<file path="src/rtl/mem_stage_pipeline.sv">
// MEM stage of the 5-stage RISC-V core.
// Holds the EX/MEM and MEM/WB pipeline registers and runs the data-memory
// request/ready handshake. Loads are byte/half selected and extended, stores
// are lane-steered, and misaligned accesses are dropped with a fault pulse.
// An access that waits too long for ready is abandoned without write-back.
module mem_stage_pipeline #(
    parameter int unsigned TIMEOUT_CYCLES = 255
) (
    input  logic        clk,
    input  logic        rst_n,
    input  logic        EX_valid,
    input  logic [4:0]  EX_rd,
    input  logic        EX_regwrite,
    input  logic        EX_memread,
    input  logic        EX_memwrite,
    input  logic        EX_memtoreg,
    input  logic [2:0]  EX_funct3,
    input  logic [31:0] EX_ALU_result,
    input  logic [31:0] EX_store_data,
    output logic [4:0]  EX_MEM_rd,
    output logic        EX_MEM_regwrite,
    output logic        EX_MEM_memread,
    output logic        EX_MEM_memtoreg,
    output logic [31:0] EX_MEM_ALU_result,
    output logic [4:0]  MEM_WB_rd,
    output logic        MEM_WB_regwrite,
    output logic [31:0] MEM_WB_result,
    output logic        MEM_busy,
    output logic        MEM_fault,
    output logic        dmem_req,
    output logic        dmem_we,
    output logic [31:0] dmem_addr,
    output logic [31:0] dmem_wdata,
    output logic [3:0]  dmem_wstrb,
    input  logic        dmem_ready,
    input  logic [31:0] dmem_rdata
);

    typedef enum logic [0:0] {ST_IDLE = 1'b0, ST_ACCESS = 1'b1} state_e;

    localparam logic [7:0] TIMEOUT_LIM = 8'(TIMEOUT_CYCLES);

    // Store lane steering: returns {wstrb, wdata}.
    function automatic logic [35:0] store_lanes(input logic [2:0] f3,
                                                input logic [1:0] a,
                                                input logic [31:0] d);
        logic [35:0] r;
        case (f3[1:0])
            2'b00:   r = {4'b0001 << a, {4{d[7:0]}}};
            2'b01:   r = {4'b0011 << {a[1], 1'b0}, {2{d[15:0]}}};
            default: r = {4'b1111, d};
        endcase
        return r;
    endfunction

    // Load byte/half selection with sign or zero extension.
    function automatic logic [31:0] load_extend(input logic [2:0] f3,
                                                input logic [1:0] a,
                                                input logic [31:0] w);
        logic [7:0]  b;
        logic [15:0] h;
        logic [31:0] r;
        case (a)
            2'b00:   b = w[7:0];
            2'b01:   b = w[15:8];
            2'b10:   b = w[23:16];
            default: b = w[31:24];
        endcase
        h = a[1] ? w[31:16] : w[15:0];
        case (f3)
            3'b000:  r = {{24{b[7]}}, b};
            3'b001:  r = {{16{h[15]}}, h};
            3'b100:  r = {24'd0, b};
            3'b101:  r = {16'd0, h};
            default: r = w;
        endcase
        return r;
    endfunction

    state_e      state_q, state_d;
    logic [7:0]  cnt_q, cnt_d;
    logic        req_q, fault_q;
    logic [4:0]  ex_mem_rd_q;
    logic        ex_mem_regwrite_q, ex_mem_memread_q, ex_mem_memwrite_q, ex_mem_memtoreg_q;
    logic [2:0]  ex_mem_funct3_q;
    logic [31:0] ex_mem_alu_q;
    logic        dmem_we_q;
    logic [31:0] dmem_addr_q, dmem_wdata_q;
    logic [3:0]  dmem_wstrb_q;
    logic [4:0]  mem_wb_rd_q;
    logic        mem_wb_regwrite_q;
    logic [31:0] mem_wb_result_q;

    logic        misalign_s, rd_nz_s, ok_s;
    logic        cap_regwrite_s, cap_memread_s, cap_memwrite_s, cap_memtoreg_s;
    logic        start_s, in_access_s, timeout_s, busy_s, advance_s;
    logic [35:0] lanes_s;

    // Capture qualification: alignment, x0 suppression, access start.
    always_comb begin
        misalign_s = 1'b0;
        if (EX_valid && (EX_memread || EX_memwrite)) begin
            case (EX_funct3)
                3'b001, 3'b101: misalign_s = EX_ALU_result[0];
                3'b010:         misalign_s = (EX_ALU_result[1:0] != 2'b00);
                default:        misalign_s = 1'b0;
            endcase
        end else begin
            misalign_s = 1'b0;
        end
        rd_nz_s        = (EX_rd != 5'd0);
        ok_s           = EX_valid && !misalign_s;
        cap_regwrite_s = ok_s && EX_regwrite && rd_nz_s;
        cap_memread_s  = ok_s && EX_memread && rd_nz_s;
        cap_memtoreg_s = ok_s && EX_memtoreg && rd_nz_s;
        cap_memwrite_s = ok_s && EX_memwrite;
        start_s        = cap_memread_s || cap_memwrite_s;
        lanes_s        = store_lanes(EX_funct3, EX_ALU_result[1:0], EX_store_data);
    end

    // Handshake status: an access is abandoned once the wait counter hits the limit.
    always_comb begin
        in_access_s = (state_q == ST_ACCESS);
        timeout_s   = in_access_s && !dmem_ready && (cnt_q >= TIMEOUT_LIM);
        busy_s      = in_access_s && !dmem_ready && !timeout_s;
        advance_s   = !busy_s;
    end

    // Next state and wait counter for the memory handshake.
    always_comb begin
        state_d = state_q;
        cnt_d   = cnt_q;
        case (state_q)
            ST_IDLE: begin
                if (start_s) begin
                    state_d = ST_ACCESS;
                    cnt_d   = 8'd0;
                end else begin
                    state_d = ST_IDLE;
                    cnt_d   = cnt_q;
                end
            end
            ST_ACCESS: begin
                if (dmem_ready || timeout_s) begin
                    state_d = start_s ? ST_ACCESS : ST_IDLE;
                    cnt_d   = 8'd0;
                end else begin
                    state_d = ST_ACCESS;
                    cnt_d   = (cnt_q == 8'hFF) ? cnt_q : cnt_q + 8'd1;
                end
            end
            default: begin
                state_d = ST_IDLE;
                cnt_d   = 8'd0;
            end
        endcase
    end

    // FSM state, counter, registered request and fault pulse.
    always_ff @(posedge clk or negedge rst_n) begin
        if (!rst_n) begin
            state_q <= ST_IDLE;
            cnt_q   <= 8'd0;
            req_q   <= 1'b0;
            fault_q <= 1'b0;
        end else begin
            state_q <= state_d;
            cnt_q   <= cnt_d;
            req_q   <= (state_d == ST_ACCESS);
            fault_q <= (advance_s && misalign_s) || timeout_s;
        end
    end

    // EX/MEM register and memory request fields; a bubble clears control only.
    always_ff @(posedge clk or negedge rst_n) begin
        if (!rst_n) begin
            ex_mem_rd_q       <= 5'd0;
            ex_mem_regwrite_q <= 1'b0;
            ex_mem_memread_q  <= 1'b0;
            ex_mem_memwrite_q <= 1'b0;
            ex_mem_memtoreg_q <= 1'b0;
            ex_mem_funct3_q   <= 3'd0;
            ex_mem_alu_q      <= 32'd0;
            dmem_we_q         <= 1'b0;
            dmem_addr_q       <= 32'd0;
            dmem_wdata_q      <= 32'd0;
            dmem_wstrb_q      <= 4'd0;
        end else if (advance_s) begin
            ex_mem_regwrite_q <= cap_regwrite_s;
            ex_mem_memread_q  <= cap_memread_s;
            ex_mem_memwrite_q <= cap_memwrite_s;
            ex_mem_memtoreg_q <= cap_memtoreg_s;
            dmem_we_q         <= cap_memwrite_s;
            dmem_wstrb_q      <= cap_memwrite_s ? lanes_s[35:32] : 4'd0;
            if (EX_valid) begin
                ex_mem_rd_q     <= EX_rd;
                ex_mem_funct3_q <= EX_funct3;
                ex_mem_alu_q    <= EX_ALU_result;
                dmem_addr_q     <= {EX_ALU_result[31:2], 2'b00};
                dmem_wdata_q    <= lanes_s[31:0];
            end
        end
    end

    // MEM/WB register: write back when the MEM instruction leaves, bubble while stalled.
    always_ff @(posedge clk or negedge rst_n) begin
        if (!rst_n) begin
            mem_wb_rd_q       <= 5'd0;
            mem_wb_regwrite_q <= 1'b0;
            mem_wb_result_q   <= 32'd0;
        end else if (advance_s) begin
            mem_wb_rd_q       <= ex_mem_rd_q;
            mem_wb_regwrite_q <= ex_mem_regwrite_q && !timeout_s;
            mem_wb_result_q   <= ex_mem_memtoreg_q
                                 ? load_extend(ex_mem_funct3_q, ex_mem_alu_q[1:0], dmem_rdata)
                                 : ex_mem_alu_q;
        end else begin
            mem_wb_regwrite_q <= 1'b0;
        end
    end

    assign EX_MEM_rd         = ex_mem_rd_q;
    assign EX_MEM_regwrite   = ex_mem_regwrite_q;
    assign EX_MEM_memread    = ex_mem_memread_q;
    assign EX_MEM_memtoreg   = ex_mem_memtoreg_q;
    assign EX_MEM_ALU_result = ex_mem_alu_q;
    assign MEM_WB_rd         = mem_wb_rd_q;
    assign MEM_WB_regwrite   = mem_wb_regwrite_q;
    assign MEM_WB_result     = mem_wb_result_q;
    assign MEM_busy          = busy_s;
    assign MEM_fault         = fault_q;
    assign dmem_req          = req_q;
    assign dmem_we           = dmem_we_q;
    assign dmem_addr         = dmem_addr_q;
    assign dmem_wdata        = dmem_wdata_q;
    assign dmem_wstrb        = dmem_wstrb_q;

endmodule

</file>
<file path="config.mk">
export PLATFORM = sky130hd
export DESIGN_NAME = mem_stage_pipeline
export DESIGN_NICKNAME = d
export VERILOG_FILES = /design/src/rtl/mem_stage_pipeline.sv
export SDC_FILE = /design/constraint.sdc
export NUM_CORES = 1
export LEC_CHECK = 0
export CORE_MARGIN = 1
export CORE_UTILIZATION = 48
export DETAILED_ROUTE_END_ITERATION = 12
export GPL_ROUTABILITY_DRIVEN = 0
export PLACE_DENSITY = 0.95
export SETUP_SLACK_MARGIN = 0.5
export SLEW_MARGIN = 20
export SYNTH_ARGS = -nofsm -noshare
export SYNTH_HDL_FRONTEND = slang
export SYNTH_SLANG_ARGS = --single-unit
</file>
<file path="constraint.sdc">
create_clock -name clk -period 2.8 [get_ports clk]
set_clock_uncertainty 0.05 [all_clocks]
set_input_delay 0.7 -clock clk [delete_from_list [all_inputs] [get_ports clk]]
set_output_delay 0.7 -clock clk [all_outputs]
set_load 0.005 [all_outputs]
</file>
==> flow_summary.json <==
{
  "hold_viol": 0,
  "reg2reg_depth": 7,
  "fin_util_pct": 73.44,
  "endpoint_kind": "output pin",
  "yosysWarnings": 0,
  "finalSetupViolCount": 0,
  "cts_buffers": 17,
  "core-area_mm2": 0.01340,
  "stdcell_count": 1043,
  "p_leak_nw": 4.188,
  "drt_iter0_markers": 395,
  "antenna_found_initial": 0,
  "post_drt_via_cell_ratio": 5.584,
  "crit_buf_inv": 1,
  "io-pin-count": 262,
  "r2r_end": "EX_MEM_ALU_result[30]",
  "rr_startpoint": "cnt_q[1]",
  "fin_area_mm2": 0.009841,
  "critPathLaunchType": "register",
  "critPathRequiredTime_ns": 2.05,
  "place.port_buffers": 259,
  "nets": 967,
  "dieArea_mm2": 0.01437,
  "synth_edf_count": 0,
  "initial_utilization_pct": 49.77,
  "synth.distinct_cells": 51,
  "rsz0062_at_grt": "no",
  "irDropWorstVdd_mv": 0.4713,
  "crit_chain": "clkdlybuf4s50_1",
  "cts.path.max_buffers": 2,
  "relSlewSlack_pct": 54.19,
  "antennaDiodeCount": 0,
  "syn_to_final_growth_pct": 47.56,
  "cts_tree": "built",
  "layout_commonest_cell": "clkdlybuf4s50_1",
  "synth.yosys.seq_area_share_pct": 48.03,
  "layout_common_cells": "clkdlybuf4s50_1, dfrtp_1, mux2i_1",
  "ys_ff_latch": 128,
  "postPlaceCellArea_mm2": 0.009224,
  "synth_ff_type": "dfrtp_1",
  "worstMarginPinSlew_ns": 0.6871,
  "clk_pin_slew_ns": 0.06,
  "fin_crit_sh_pct": 79.57,
  "netlist_instances": 625,
  "power_density_mw_per_mm2": 647.7,
  "crit_family": "buffers and inverters",
  "rows": 42,
  "avgSynthCellArea_um2": 10.67,
  "total_power_mw": 6.374,
  "grt_max_degree": 60,
  "critPathCapture": "dmem_req",
  "totalWireLength_mm": 20.04,
  "path_class": "reg -> out",
  "h-tree-depth": 4,
  "overflow": 0,
  "max_freq_mhz": 448.9,
  "remaining_drc_errors": 0,
  "hold_class": "in -> async",
  "dp_cells": 1007,
  "cp_max_fo": 11,
  "maxSlewViolCount": 0,
  "vias": 5824,
  "maxCapViolCount": 0,
  "clock_latency_ns": 0.41,
  "grt_pass1_vias": 6009,
  "arrival_ns": 1.48,
  "die_h_um": 119.9,
  "async_flop_share_pct": 100.0,
  "hpwl_mm": 14.09,
  "status": "finished, final reports clean",
  "min_period_ns": 2.228,
  "setup_tns_ns": 0,
  "crit_slowest_cell": "clkdlybuf4s50_1",
  "cp-startpoint": "dmem_req",
  "cpPeakStageDelay_ns": 0.56,
  "reg2reg_slack_ns": 0.64,
  "avgRoutedWirePerCell_um": 19.21,
  "netlist_area_mm2": 0.006669,
  "drive_gt1_share_pct": 15.34,
  "track_usage_pct": 28.53,
  "root_buffer": "clkbuf_16",
  "firstDrtPassIters": 7,
  "cts_sinks": 128,
  "cts_hold_buf": 0,
  "fp.dieW_um": 119.9,
  "cp.depth": 1,
  "ant_nets": 0,
  "grt_first_pass_wirelength_mm": 31.66
}
==> registers in the layout (all words and copies together) (netlist names) <==
| signal | flops |
|---|---|
| EX_MEM_regwrite | 1 |
| dmem_we | 1 |
| EX_MEM_memtoreg | 1 |
| MEM_WB_rd | 5 |
| MEM_WB_regwrite | 1 |
| cnt_q | 8 |
| MEM_WB_result | 32 |
| dmem_wstrb | 4 |
| dmem_req | 1 |
| EX_MEM_rd | 5 |
| EX_MEM_memread | 1 |
| EX_MEM_ALU_result | 32 |
| dmem_wdata | 32 |
| ex_mem_funct3_q | 3 |
| MEM_fault | 1 |
==> logic make-up (layout without fill, tap and decap cells) <==
| group | after synthesis | count (layout) | synth area share [%] |
|---|---|---|---|
| AOI/OAI and AO/OA | 132 | 132 | 12.89 |
| DFF | 128 | 128 | 48.03 |
| other | 1 | 2 | 0.05623 |
| and+or+nand+nor | 167 | 167 | 12.95 |
| muxes | 119 | 119 | 18.89 |
| buffers and inverters | 77 | 318 | 6.998 |
| adders and majority gates | 1 | 1 | 0.1876 |
==> metrics by stage <==
step	hold WS [ns]	setup slack, ns
6_report	0.1492	0.5721
5_1_grt	0.1634	0.4733
4_1_cts	0.1491	0.4075
3_5_place_dp	0.4105	-0.003021
3_3_place_gp	0.4033	0.009692
2_1_floorplan	0.3544	0.6288
==> power by group <==
group	switching (mW)	internal, mW	total [mW]	leakage, nW
Combinational	0.706	1.14	1.84	2.39
Sequential	0.257	2.16	2.42	1.52
Clock	0.811	1.30	2.11	0.280
==> metal layers <==
layer  up-vias  GRT usage, %  share of wire (%)
met2       261         48.45                 51
met1      2846         34.11                 39
met3        52         6.654                6.4
met5         -             0                  0
met4         0         13.52                3.2
li1       2665             -                  -
==> area by class of cell <==
type	instances	area [um2]
Fill cell	927	3560
Multi-Input combinational cell	421	3022
Inverter	4	15.01
Clock inverter	11	87.58
Tap cell	176	220.2
Clock buffer	21	480.5
Timing Repair Buffer	282	2809
Sequential cell	128	3207
==> how the worst min path moves through the flow <==
stage / startpoint / endpoint / slack (ns) / cells past startpoint
after floorplan: rst_n / EX_MEM_ALU_result[0] / 0.35 / 0
after global placement: MEM_WB_rd[1] / MEM_WB_rd[1] / 0.40 / 2
after CTS: rst_n / MEM_WB_result[14] / 0.15 / 1
after global routing: rst_n / EX_MEM_ALU_result[14] / 0.16 / 1
after detailed placement: MEM_WB_rd[1] / MEM_WB_rd[1] / 0.41 / 2
final: rst_n / EX_MEM_ALU_result[12] / 0.15 / 1
==> cell usage after synthesis, drive strengths merged (2+ instances only) <==
cell type / number / area share [%]
o221ai: 6 / 0.79
a21oi: 37 / 2.8
a21boi: 2 / 0.23
o21ai: 36 / 2.8
a31oi: 7 / 0.66
o31ai: 8 / 0.90
inv: 4 / 0.23
nand3: 5 / 0.45
nor2: 16 / 0.90
nand2b: 17 / 1.6
clkbuf: 20 / 1.1
dfrtp: 128 / 48
mux2i: 64 / 9.6
or2: 18 / 1.7
nor2b: 32 / 3.0
o21a: 2 / 0.23
nand2: 61 / 3.5
a211oi: 7 / 0.79
and3b: 2 / 0.26
buf: 53 / 5.6
and2: 2 / 0.23
nand3b: 2 / 0.23
a41oi: 18 / 2.4
o22ai: 2 / 0.28
mux2: 55 / 9.3
o221a: 2 / 0.34
nor3: 5 / 0.38
==> timing repair <==
action | 4_1_cts | 5_1_grt
cloned | 0 | 0
setup buffers | 0 | 4
endpoints found under the setup margin | 42 | 96
gates resized for setup | 6 | 7
pin swaps | 0 | 1
Note: power is estimated with default switching activity, not from simulation.
